**config.mk**
```make
export PLATFORM = sky130hd
export DESIGN_NAME = dit_fft_ctrl_flat
export DESIGN_NICKNAME = d
export VERILOG_FILES = /design/src/rtl/dit_fft_ctrl_pkg.sv /design/src/rtl/dit_fft_ctrl_if.sv /design/src/rtl/dit_fft_ctrl_addr_gen.sv /design/src/rtl/dit_fft_ctrl.sv /design/src/flat_wrapper.sv
export SDC_FILE = /design/constraint.sdc
export NUM_CORES = 1
export LEC_CHECK = 0
export BUFFER_PORTS_ARGS = -buffer_cell sky130_fd_sc_hd__buf_2
export CAP_MARGIN = 20
export CORE_ASPECT_RATIO = 1.4
export CORE_UTILIZATION = 55
export CTS_CLUSTER_DIAMETER = 30
export CTS_CLUSTER_SIZE = 25
export DETAILED_ROUTE_END_ITERATION = 7
export PLACE_DENSITY_LB_ADDON = 0.15
export SLEW_MARGIN = 20
export SYNTH_ARGS = -nofsm -noshare
export SYNTH_HDL_FRONTEND = slang
export SYNTH_HIERARCHICAL = 1
export SYNTH_SLANG_ARGS = --single-unit
```
**constraint.sdc**
```tcl
create_clock -name clk -period 4.2 [get_ports clk]
set_input_delay 0.42 -clock clk [delete_from_list [all_inputs] [get_ports clk]]
set_output_delay 0.42 -clock clk [all_outputs]
set_load 0.02 [all_outputs]
```
**src/rtl/dit_fft_ctrl_pkg.sv**
```systemverilog
// Shared constants, state encoding and butterfly request payload for the 16-point DIT FFT sequencer.
package dit_pkg;

    localparam int unsigned VLEN           = 16;
    localparam int unsigned VLEN_LOG2      = 4;
    localparam int unsigned BFLY_PER_STAGE = VLEN / 2;
    localparam int unsigned SEL_W          = VLEN_LOG2 + 1;
    localparam int unsigned TW_W           = VLEN_LOG2 - 1;
    localparam int unsigned STG_W          = VLEN_LOG2 / 2;
    localparam int unsigned PERF_W         = 16;

    typedef enum logic [2:0] {
        IDLE,
        LOAD,
        LOAD_LAST,
        BFLY_REQ,
        BFLY_WAIT,
        DONE
    } dit_ctrl_state_t;

    typedef struct packed {
        logic [VLEN_LOG2-1:0] top;
        logic [VLEN_LOG2-1:0] bot;
        logic [TW_W-1:0]      tw;
    } bf_req_t;

endpackage

```
**src/rtl/dit_fft_ctrl_if.sv**
```systemverilog
// Handshake bundle between the FFT sequencer, sample store, working RAM and butterfly unit.
interface dit_fft_ctrl_if;
    import dit_pkg::*;

    logic                 start;
    logic                 store_full;
    logic                 store_get;
    logic [SEL_W-1:0]     store_choose;
    logic                 store_release;
    logic                 ram_we;
    logic [VLEN_LOG2-1:0] ram_waddr;
    logic                 bf_valid;
    logic                 bf_ready;
    logic [VLEN_LOG2-1:0] bf_top;
    logic [VLEN_LOG2-1:0] bf_bot;
    logic [TW_W-1:0]      bf_tw;
    logic                 bf_done;
    logic [STG_W-1:0]     stage;
    logic                 busy;
    logic                 fft_done;

    modport master (
        input  start, store_full, bf_ready, bf_done,
        output store_get, store_choose, store_release, ram_we, ram_waddr,
               bf_valid, bf_top, bf_bot, bf_tw, stage, busy, fft_done
    );

    modport slave (
        output start, store_full, bf_ready, bf_done,
        input  store_get, store_choose, store_release, ram_we, ram_waddr,
               bf_valid, bf_top, bf_bot, bf_tw, stage, busy, fft_done
    );

endinterface

```
**src/rtl/dit_fft_ctrl_addr_gen.sv**
```systemverilog
// Combinational butterfly index generator: (stage s, butterfly j) -> top/bottom operand and twiddle index.
module dit_addr_gen
    import dit_pkg::*;
(
    input  logic [STG_W-1:0] s,
    input  logic [TW_W-1:0]  j,
    output bf_req_t          req_c
);

    logic [VLEN_LOG2-1:0] j_w;
    logic [VLEN_LOG2-1:0] half;
    logic [VLEN_LOG2-1:0] lo;

    // Group base is (j / half) * 2*half; lo is the offset inside the group.
    always_comb begin
        j_w       = VLEN_LOG2'(j);
        half      = VLEN_LOG2'(1) << s;
        lo        = j_w & (half - VLEN_LOG2'(1));
        req_c.top = ((j_w >> s) << (32'(s) + 32'd1)) | lo;
        req_c.bot = req_c.top + half;
        req_c.tw  = TW_W'(lo << (32'(TW_W) - 32'(s)));
    end

endmodule

```
**src/rtl/dit_fft_ctrl.sv**
```systemverilog
// Sequencer for the 16-point radix-2 DIT FFT: frame load, then 4x8 butterflies on a shared unit.
// Optional perf_cycles counter enabled by defining DIT_CTRL_PERF_EN.
module dit_fft_ctrl
    import dit_pkg::*;
(
    input  logic           clk,
    input  logic           rst_n,
    dit_fft_ctrl_if.master io
`ifdef DIT_CTRL_PERF_EN
    ,
    output logic [PERF_W-1:0] perf_cycles
`endif
);

    localparam logic [VLEN_LOG2-1:0] LAST_CNT = VLEN_LOG2'(VLEN - 1);
    localparam logic [TW_W-1:0]      LAST_J   = TW_W'(BFLY_PER_STAGE - 1);
    localparam logic [STG_W-1:0]     LAST_S   = STG_W'(VLEN_LOG2 - 1);

    dit_ctrl_state_t      state_q, state_d;
    logic [VLEN_LOG2-1:0] cnt_q, cnt_d;
    logic [TW_W-1:0]      j_q, j_d;
    logic [STG_W-1:0]     s_q, s_d;

    logic                 store_get_q, store_get_d;
    logic [SEL_W-1:0]     store_choose_q, store_choose_d;
    logic                 store_release_q, store_release_d;
    logic                 ram_we_q, ram_we_d;
    logic [VLEN_LOG2-1:0] ram_waddr_q, ram_waddr_d;
    logic                 bf_valid_q, bf_valid_d;
    bf_req_t              bf_req_q, bf_req_d;
    logic [STG_W-1:0]     stage_q, stage_d;
    logic                 busy_q, busy_d;
    logic                 fft_done_q, fft_done_d;

    bf_req_t              addr_c;

    dit_addr_gen u_addr_gen (
        .s     (s_d),
        .j     (j_d),
        .req_c (addr_c)
    );

    // Next state and counters; registered outputs are decoded from the next state.
    always_comb begin
        state_d = state_q;
        cnt_d   = cnt_q;
        j_d     = j_q;
        s_d     = s_q;

        unique case (state_q)
            IDLE: begin
                if (io.start && io.store_full) begin
                    state_d = LOAD;
                    cnt_d   = '0;
                    j_d     = '0;
                    s_d     = '0;
                end
            end
            LOAD: begin
                cnt_d = cnt_q + VLEN_LOG2'(1);
                if (cnt_q == LAST_CNT) begin
                    state_d = LOAD_LAST;
                end
            end
            LOAD_LAST: begin
                j_d     = '0;
                s_d     = '0;
                state_d = BFLY_REQ;
            end
            BFLY_REQ: begin
                if (io.bf_ready) begin
                    state_d = BFLY_WAIT;
                end
            end
            BFLY_WAIT: begin
                if (io.bf_done) begin
                    if (j_q == LAST_J && s_q == LAST_S) begin
                        state_d = DONE;
                    end else begin
                        j_d     = j_q + TW_W'(1);
                        state_d = BFLY_REQ;
                        if (j_q == LAST_J) begin
                            s_d = s_q + STG_W'(1);
                        end
                    end
                end
            end
            DONE: begin
                state_d = IDLE;
            end
            default: begin
                state_d = IDLE;
            end
        endcase

        store_get_d     = (state_d == LOAD);
        store_choose_d  = store_get_d ? SEL_W'(cnt_d) : '0;
        store_release_d = (state_d == LOAD_LAST);
        // RAM write trails the store read by one cycle so the store output has settled.
        ram_we_d        = store_get_q;
        ram_waddr_d     = store_choose_q[VLEN_LOG2-1:0];
        bf_valid_d      = (state_d == BFLY_REQ);
        bf_req_d        = bf_valid_d ? addr_c : '0;
        stage_d         = s_d;
        busy_d          = (state_d != IDLE);
        fft_done_d      = (state_d == DONE);
    end

    // State, counters and output registers.
    always_ff @(posedge clk or negedge rst_n) begin
        if (!rst_n) begin
            state_q         <= IDLE;
            cnt_q           <= '0;
            j_q             <= '0;
            s_q             <= '0;
            store_get_q     <= 1'b0;
            store_choose_q  <= '0;
            store_release_q <= 1'b0;
            ram_we_q        <= 1'b0;
            ram_waddr_q     <= '0;
            bf_valid_q      <= 1'b0;
            bf_req_q        <= '0;
            stage_q         <= '0;
            busy_q          <= 1'b0;
            fft_done_q      <= 1'b0;
        end else begin
            state_q         <= state_d;
            cnt_q           <= cnt_d;
            j_q             <= j_d;
            s_q             <= s_d;
            store_get_q     <= store_get_d;
            store_choose_q  <= store_choose_d;
            store_release_q <= store_release_d;
            ram_we_q        <= ram_we_d;
            ram_waddr_q     <= ram_waddr_d;
            bf_valid_q      <= bf_valid_d;
            bf_req_q        <= bf_req_d;
            stage_q         <= stage_d;
            busy_q          <= busy_d;
            fft_done_q      <= fft_done_d;
        end
    end

    assign io.store_get     = store_get_q;
    assign io.store_choose  = store_choose_q;
    assign io.store_release = store_release_q;
    assign io.ram_we        = ram_we_q;
    assign io.ram_waddr     = ram_waddr_q;
    assign io.bf_valid      = bf_valid_q;
    assign io.bf_top        = bf_req_q.top;
    assign io.bf_bot        = bf_req_q.bot;
    assign io.bf_tw         = bf_req_q.tw;
    assign io.stage         = stage_q;
    assign io.busy          = busy_q;
    assign io.fft_done      = fft_done_q;

`ifdef DIT_CTRL_PERF_EN
    logic [PERF_W-1:0] perf_q, perf_d;

    // Cycle count from LOAD through DONE, saturating; holds while idle.
    always_comb begin
        perf_d = perf_q;
        if (state_q == IDLE) begin
            if (state_d == LOAD) begin
                perf_d = '0;
            end
        end else if (perf_q != '1) begin
            perf_d = perf_q + PERF_W'(1);
        end
    end

    always_ff @(posedge clk or negedge rst_n) begin
        if (!rst_n) begin
            perf_q <= '0;
        end else begin
            perf_q <= perf_d;
        end
    end

    assign perf_cycles = perf_q;
`endif

endmodule

```
**src/flat_wrapper.sv**
```systemverilog
// flat-port wrapper written by rule: the top's interface ports become plain ports
module dit_fft_ctrl_flat import dit_pkg::*;
  (clk, rst_n, io_start, io_store_full, io_bf_ready, io_bf_done, io_store_get, io_store_choose, io_store_release, io_ram_we, io_ram_waddr, io_bf_valid, io_bf_top, io_bf_bot, io_bf_tw, io_stage, io_busy, io_fft_done);
  dit_fft_ctrl_if io_i ();
  input  logic clk;
  input  logic rst_n;
  input wire logic [$bits(io_i.start)-1:0] io_start;
  input wire logic [$bits(io_i.store_full)-1:0] io_store_full;
  input wire logic [$bits(io_i.bf_ready)-1:0] io_bf_ready;
  input wire logic [$bits(io_i.bf_done)-1:0] io_bf_done;
  output wire logic [$bits(io_i.store_get)-1:0] io_store_get;
  output wire logic [$bits(io_i.store_choose)-1:0] io_store_choose;
  output wire logic [$bits(io_i.store_release)-1:0] io_store_release;
  output wire logic [$bits(io_i.ram_we)-1:0] io_ram_we;
  output wire logic [$bits(io_i.ram_waddr)-1:0] io_ram_waddr;
  output wire logic [$bits(io_i.bf_valid)-1:0] io_bf_valid;
  output wire logic [$bits(io_i.bf_top)-1:0] io_bf_top;
  output wire logic [$bits(io_i.bf_bot)-1:0] io_bf_bot;
  output wire logic [$bits(io_i.bf_tw)-1:0] io_bf_tw;
  output wire logic [$bits(io_i.stage)-1:0] io_stage;
  output wire logic [$bits(io_i.busy)-1:0] io_busy;
  output wire logic [$bits(io_i.fft_done)-1:0] io_fft_done;
  assign io_i.start = io_start;
  assign io_i.store_full = io_store_full;
  assign io_i.bf_ready = io_bf_ready;
  assign io_i.bf_done = io_bf_done;
  assign io_store_get = io_i.store_get;
  assign io_store_choose = io_i.store_choose;
  assign io_store_release = io_i.store_release;
  assign io_ram_we = io_i.ram_we;
  assign io_ram_waddr = io_i.ram_waddr;
  assign io_bf_valid = io_i.bf_valid;
  assign io_bf_top = io_i.bf_top;
  assign io_bf_bot = io_i.bf_bot;
  assign io_bf_tw = io_i.bf_tw;
  assign io_stage = io_i.stage;
  assign io_busy = io_i.busy;
  assign io_fft_done = io_i.fft_done;
  dit_fft_ctrl u_core (.clk(clk), .rst_n(rst_n), .io(io_i));
endmodule
```
**Word level (Yosys, flattened, before mapping)**

Index checks and enable logic that the tools add are counted.

- Add/sub/neg operators: 7
- Eq/ne operators: 11
- Shifts and indexed selects: 4
- Multiplexer cells: 19
- Bitwise gates (word level): 2
- Reduce and logical (&&, ||, !) cells: 4

Operators with widths:

| cell | number |
|---|---|
| 4-bit by 32-bit << shifter with 3-bit output | 1 |
| 3-bit two-way mux | 8 |
| 3-bit case mux with 5 select lines | 1 |
| 3-bit by 2-bit == test with 1-bit output, second input constant | 4 |
| 11-bit two-way mux | 1 |
| 3-bit == test, second input constant | 3 |
| 3-bit case mux with 3 select lines | 1 |
| 2-bit two-way mux | 4 |
| 4-bit two-way mux | 2 |
| 4-bit case mux with 2 select lines | 1 |
| 3-bit by 1-bit == test with 1-bit output, second input constant | 2 |
| 2-bit case mux with 3 select lines | 1 |
| 4-bit by 1-bit adder with 4-bit output, second input constant | 1 |
| 4-bit adder | 1 |
| 3-bit by 4-bit AND with 4-bit output | 1 |
| 4-bit == test, second input constant | 1 |
| 4-bit bitwise OR | 1 |
| 1-bit by 2-bit << shifter with 4-bit output, first input constant | 1 |
| 4-bit by 3-bit << shifter with 4-bit output | 1 |
| 3-bit by 2-bit right shift with 4-bit output | 1 |
| 4-bit by 1-bit subtractor with 4-bit output, second input constant | 1 |
| 2-bit by 1-bit adder with 3-bit output, second input constant | 1 |
| 3-bit by 1-bit adder with 3-bit output, second input constant | 1 |
| 3-bit logical NOT | 1 |
| other kinds (5) | 6 |

- Register bits: 38
- Logic and storage cells: 62

**Logic depth before layout (Yosys ltp)**

Gate-level depths: netlist of run 1.

- Depth in word-level cells: 11
- Depth in mapped cells: 17
- Depth with buffers taken out: 16

**Hierarchy**

The synthesis of run 1 kept the hierarchy.

By module, submodules not included:

| module | times used | cells each | area an instance (um^2) |
|---|---|---|---|
| dit_fft_ctrl | 1 | 117 | 1557.7 |
| dit_addr_gen | 1 | 46 | 359.1 |

**Worst setup path after synthesis of run 1**

OpenSTA, ideal clock, no wires.

- Path kind: register -> register
- Start point: reg u_core/io.stage[0] (netlist name)
- End point: reg u_core.bf_req_q (netlist bit u_core/io.bf_bot[1])
- Setup time: 0.119 ns
- Data arrival time: 3.305 ns
- Slack: 0.775 ns
- Stages on the path, launching flop included: 13
- Period minus slack after synthesis: 3.425 ns
- Cell sequence: dfrtp_1 ha_1 nor2_1 a31oi_1 o21ai_1 buf_2 inv_1 ha_1 or4_1 o21ai_1 ha_1 fa_1 nor2b_4

RTL lines:

| item | RTL line | RTL |
|---|---|---|
| to (signal assigned) | dit_fft_ctrl.sv:137 | `bf_req_q <= bf_req_d;` |
| to (decl) | dit_fft_ctrl.sv:30 | `bf_req_t bf_req_q, bf_req_d;` |

==> results of run 1 <==
[path summary, 6_finish.rpt]
check / from / endpoint / slack (ns)
setup / recovery: u_core/j_q[0] / u_core/io.bf_bot[1] / 0.65
hold / removal: rst_n / u_core/io.store_choose[1] / 0.21
setup reg to reg: u_core/j_q[0] / u_core/io.bf_bot[1] / 0.65
hold reg to reg: u_core/io.store_get / u_core/io.ram_we / 0.37
max in group asynchronous: rst_n / u_core/j_q[0] / 3.48
min in group clk: u_core/io.store_get / u_core/io.ram_we / 0.37
[metrics by stage]
stage	instances	setup WS, ns	cell area (sq um)	utilization [%]	total power, mW
global route	238	0.457	2190	65.6	1.27
floorplan	163	0.775	1920	-	0.793
CTS	238	0.659	2190	65.6	1.21
global placement	230	0.770	2080	62.2	0.886
detailed placement	230	0.670	2080	62.2	0.903
finish	238	0.654	2190	65.6	1.20
[report_power, final]
group	internal (mW)	switching (mW)	total, mW
registers	0.440	0.0701	0.510
clock network	0.178	0.126	0.304
logic	0.154	0.234	0.387
total	0.772	0.430	1.20
[metal layers]
| layer | track usage (%) | part of all wire (%) | routed length [um] | vias up |
|---|---|---|---|---|
| met5 | 0 | 0 | 0 | - |
| met4 | 8.41 | 1.5 | 57 | 0 |
| met3 | 5.73 | 4.4 | 164 | 5 |
| met2 | 43.4 | 59 | 2160 | 42 |
| met1 | 23.4 | 35 | 1310 | 688 |
| li1 | - | - | - | 635 |
[synthesized netlist by cell type, drive strengths merged]
| master | instances | area share, % |
|---|---|---|
| dfrtp | 37 | 48 |
| nor2 | 14 | 3.1 |
| ha | 12 | 7.8 |
| nor2b | 12 | 7.0 |
| buf | 7 | 3.1 |
| inv | 7 | 1.4 |
| nand2 | 7 | 1.4 |
| o21ai | 7 | 2.0 |
| a21oi | 4 | 1.0 |
| a22o | 4 | 1.8 |
| nand2b | 4 | 1.7 |
| nor3 | 4 | 1.9 |
| a31oi | 3 | 0.98 |
| and2 | 3 | 0.98 |
| nand3 | 3 | 0.78 |
| o31ai | 3 | 1.2 |
| xnor2 | 3 | 1.4 |
| a32o | 2 | 1.0 |
| mux2 | 2 | 1.2 |
| nor3b | 2 | 0.78 |
| nor4 | 2 | 0.98 |
| o21a | 2 | 0.78 |
| o21bai | 2 | 0.78 |
| xor2 | 2 | 0.91 |
| a21bo | 1 | 0.52 |
| a21boi | 1 | 0.59 |
| a21o | 1 | 0.39 |
| a2bb2oi | 1 | 0.78 |
| a32oi | 1 | 0.46 |
| and4 | 1 | 0.46 |
| conb | 1 | 0.20 |
| fa | 1 | 1.0 |
| mux2i | 1 | 0.52 |
| nand3b | 1 | 0.39 |
| nand4 | 1 | 0.33 |
| nand4b | 1 | 0.46 |
| o211ai | 1 | 0.65 |
| o41ai | 1 | 0.46 |
| or4 | 1 | 0.39 |
[layout by cell type (no fill, tap or decap), types with 3 or more instances in the layout]
| cell type | count |
|---|---|
| a31oi_1 | 3 |
| nand3_1 | 3 |
| nand2_1 | 7 |
| xnor2_1 | 3 |
| inv_1 | 6 |
| a21oi_1 | 4 |
| and2_1 | 3 |
| clkbuf_8 | 5 |
| dfrtp_1 | 37 |
| nand2b_1 | 3 |
| o21ai_1 | 3 |
| o31ai_1 | 3 |
| buf_2 | 32 |
| o21ai_0 | 3 |
| nor2_1 | 13 |
| ha_1 | 12 |
| a22o_1 | 4 |
| nor2b_4 | 8 |
| nor2b_1 | 4 |
[sequential cells by signal, summed over array words and instances, names as in the netlist, 2 cells and up]
| register | count |
|---|---|
| u_core/cnt_q | 4 |
| u_core/io.bf_bot | 4 |
| u_core/io.bf_top | 4 |
| u_core/io.ram_waddr | 4 |
| u_core/io.store_choose | 4 |
| u_core/io.bf_tw | 3 |
| u_core/j_q | 3 |
| u_core/state_q | 3 |
| u_core/io.stage | 2 |
[area by class of cell]
class                   instances  area share (%)
flip-flops and latches         37            42.2
multi-input cells             112            41.3
repair buffers                 34            7.98
clock buffers                   6            3.31
well taps                      40            2.28
clock inverters                 2            1.77
inverters                       7            1.20
[kinds of logic (layout without fill, tap and decap cells)]
| logic type | after synthesis | count (layout) | synth area share (%) |
|---|---|---|---|
| other | 1 | 1 | 0.196 |
| flip-flops | 37 | 37 | 48.3 |
| buffers and inverters | 14 | 49 | 4.44 |
| multiplexers | 3 | 3 | 1.70 |
| AO/OA/AOI/OAI | 34 | 34 | 13.5 |
| AND/OR/NAND/NOR | 56 | 56 | 20.7 |
| XOR/XNOR | 5 | 5 | 2.29 |
| adder cells (fa/ha/maj) | 13 | 13 | 8.88 |
==> impl_metrics.tcl, run 1 <==
set metrics [dict create \
    die-width_um 51.9 \
    rsz0062_at_grt "false" \
    drtPass1Iterations 4 \
    clk_latency_ns 0.29 \
    synth_warnings 6 \
    grt_usage_pct 23.1 \
    finalHoldViolCount 0 \
    tns_ns 0 \
    nFillCells 261 \
    vias_per_cell 5.76 \
    holdWs_ns 0.213 \
    root_buffer "clkbuf_8" \
    max_slew_margin_pct 46.5 \
    hold_path.class "in -> async" \
    post_cts_buffers 0 \
    cpMostUsedCell "ha_1" \
    wl_per_cell_um 15.5 \
    via_count 1370 \
    die_y_um 71.9 \
    crit_path_max_incr_delay_ns 0.49 \
    path_clk_slew_ns 0.07 \
    worst_setup_path_start_kind "flop" \
    critPathRequiredTime_ns 4.36 \
    antenna_found_initial 0 \
    cts.sinks 37 \
    drtAntennaViolNets 0 \
    remaining_drc_errors 0 \
    drv_cap 0 \
    worstSetupPathType "reg -> reg" \
    arrival_ns 3.71 \
    clockBufferDepth 2 \
    skew_ns 0.00512 \
    cts_buffers 5 \
    synthCells 163 \
    grt_pass1_wl_mm 6.22 \
    insertedDiodeCount 0 \
    tightest_slew_ns 0.802 \
    power.density_nw_per_um2 548 \
    synth_seq_cells 37 \
    ys_seq_area_share_pct 48.3 \
    worstSetupPathDepth 14 \
    syn_to_final_growth_pct 14.5 \
    grt_pass1_vias 1370 \
    fin_crit_sh_pct 84.4 \
    setup_viol 0 \
    fin_nets 216 \
    cts_tree "yes" \
    ir_worst_vdd_mv 0.435 \
    cts_htree_levels 2 \
    die_area_sq_um 3730 \
    seq_area_sq_um 926 \
    drt_iter0_markers 37 \
    fmax_mhz 282 \
    syn-cell-area_sq_um 1920 \
    rr_worst_depth 14 \
    fp.coreArea_sq_um 3350 \
    routed_wl_mm 3.69 \
    grt_max_degree 38 \
    end_kind "flop" \
    p_leak_nw 1.10 \
    pin_count 34 \
    fin_crit_ns 3.55 \
    critPathMaxFanout 15 \
    postSynthAreaPerCell_sq_um 11.8 \
    cts_resized 0 \
    cp_slowest_cell "or4_1" \
    slew_violations 0 \
    syn-num-nets 182 \
    ys_types 51 \
    drive_above_1_share_pct 31.3 \
    row_count 25 \
    start_util_pct 57.3 \
    grt-ovfl-total 0 \
    place_congestion 0.825 \
    cp_top_family "adder cells" \
    crit_buf_inv 2 \
    hold_buffers 0 \
    dp_hpwl_mm 2.71 \
    multi_input_area_sq_um 906 \
    status "completed" \
    port-buffer-count 32 \
    crit_path_cell_trace "ha_1 -> ha_1 -> nand3b_1 -> o21a_1 -> o21ai_0 -> o21ai_1 -> buf_4 -> inv_1 -> ha_1 -> or4_1 -> o21ai_1 -> ha_1 -> fa_1 -> nor2b_4" \
]
(Power assumes the default switching activity.)
==> run 2: changes to the inputs <==
- clock period: 4.2 -> 3.4 ns (I/O delays scaled with it)
==> impl_metrics.tcl, run 2 (same netlist as run 1, synthesis figures left out) <==
set metrics [dict create \
    die-width_um 51.9 \
    grt-ovfl-total 0 \
    arrival_ns 3.38 \
    skew_ns 0.00823 \
    wl_per_cell_um 15.4 \
    insertedDiodeCount 0 \
    tns_ns 0 \
    worstSetupPathType "reg -> reg" \
    cts_tree "yes" \
    drtPass1Iterations 4 \
    mostFrequentLayoutCell "dfrtp_1" \
    power_frac_seq_pct 43.9 \
    remaining_drc_errors 0 \
    clk_latency_ns 0.29 \
    nFillCells 253 \
    end_kind "flop" \
    critPathRequiredTime_ns 3.56 \
    place_congestion 0.847 \
    power.density_nw_per_um2 640 \
    seq_area_sq_um 926 \
    clockBufferDepth 2 \
    pre_cts_slack_ns 0.0504 \
    regToRegEndpoint "u_core/io.bf_bot[1]" \
    via_count 1349 \
    vias_per_cell 5.60 \
    fin_crit_sh_pct 94.8 \
    setup_viol 0 \
    ir_worst_vdd_mv 0.393 \
    grt_pass1_vias 1392 \
    drt_iter0_markers 27 \
    port-buffer-count 32 \
    critPathMaxFanout 6 \
    clkPwrFrac_pct 20.8 \
    layout_common_cells "37 x dfrtp_1, 32 x buf_2, 13 x nor2_1" \
    setup_slack_ns 0.178 \
    rr_worst_depth 12 \
    r2r-start "u_core/io.stage[0]" \
    syn_to_final_growth_pct 15.6 \
    antenna_found_initial 0 \
    row_count 25 \
    fp.coreArea_sq_um 3350 \
    grt_max_degree 38 \
    p_sw_uw 534 \
    max_slew_margin_pct 47.1 \
    start_util_pct 57.3 \
    pin_count 34 \
    total_power_mw 1.42 \
    routed_wl_mm 3.70 \
    hold_path.class "in -> async" \
    rsz0062_at_grt "false" \
    cts.sinks 37 \
    fin_nets 219 \
    die_area_sq_um 3730 \
    rrSetupSlack_ns 0.18 \
    drtAntennaViolNets 0 \
    fmax_mhz 310 \
    cts_htree_levels 2 \
    placed_cell_area_sq_um 2110 \
    slew_violations 0 \
    status "completed" \
    tightest_slew_ns 0.794 \
    finalHoldViolCount 0 \
    final_cell_area_sq_um 2220 \
    drv_cap 0 \
    grt_usage_pct 22.8 \
    grt_pass1_wl_mm 6.07 \
    power_frac_comb_pct 35.3 \
    fin_crit_ns 3.22 \
    root_buffer "clkbuf_8" \
    multi_input_area_sq_um 930 \
    p_int_uw 885 \
    worst_setup_path_start_kind "flop" \
    die_y_um 71.9 \
    dp_hpwl_mm 2.76 \
    switching_share_pct 37.6 \
    cts_buffers 5 \
    path_clk_slew_ns 0.07 \
    drive_above_1_share_pct 36.8 \
    p_leak_nw 1.11 \
    post_cts_buffers 0 \
]
==> run 2: worst max-delay path, cell delays in order (launching register included) <==
cell,delay (ns)
dfrtp_1,0.42
ha_1,0.25
nand3b_1,0.20
o21a_1,0.19
o21ai_1,0.14
o21ai_2,0.09
inv_2,0.10
ha_2,0.32
or4_1,0.49
o21ai_2,0.16
ha_2,0.22
fa_1,0.41
nor2b_4,0.13
==> run 2: per-layer routing <==
metal  routed length (um)  vias up  track usage, %
li1                     -      644               -
met1                 1400      669            22.6
met2                 2080       29            41.6
met3                  137        7            5.94
met4                   88        0            11.7
met5                    0        -               0
==> run 2: final cells by class <==
| cell class | instances | area share, % |
|---|---|---|
| clock inverter | 3 | 0.791 |
| sequential | 37 | 41.8 |
| clock buffer | 5 | 3.11 |
| multi-input combinational | 112 | 42.0 |
| timing repair buffer | 37 | 8.92 |
| inverter | 7 | 1.19 |
| tap | 40 | 2.26 |
==> run 2: worst max path at each step <==
stage,from,to,slack (ns),cells after the start
floorplan,u_core/io.stage[0],u_core/io.bf_bot[1],0.01,13
global placement,u_core/io.stage[0],u_core/io.bf_bot[1],0.21,12
detailed placement,u_core/io.stage[0],u_core/io.bf_bot[1],0.05,12
CTS,u_core/io.stage[0],u_core/io.bf_bot[1],0.06,12
global route,u_core/j_q[0],u_core/io.bf_bot[1],0.008,11
finish,u_core/io.stage[0],u_core/io.bf_bot[1],0.18,12
==> run 2: power groups by stage <==
stage          combinational [mW]  clock [mW]  sequential (mW)
5_1_grt                     0.543       0.330            0.638
4_1_cts                     0.501       0.303            0.623
6_report                    0.501       0.295            0.623
2_1_floorplan               0.296           0            0.684
3_3_place_gp                0.483           0            0.624
3_5_place_dp                0.498           0            0.632
==> run 2: repair_timing <==
item | 4_1_cts | 5_1_grt
gates resized for setup | 0 | 8
hold buffers | 0 | 0
endpoints found under the setup margin | 0 | 3
==> run 2: per-stage QoR <==
step	hold slack (ns)	util, %	std cells
after floorplan	0.0444	-	163
after global placement	0.353	63.0	233
after detailed placement	0.355	63.0	233
after CTS	0.151	65.6	241
after global routing	0.178	66.2	241
final	0.130	66.2	241
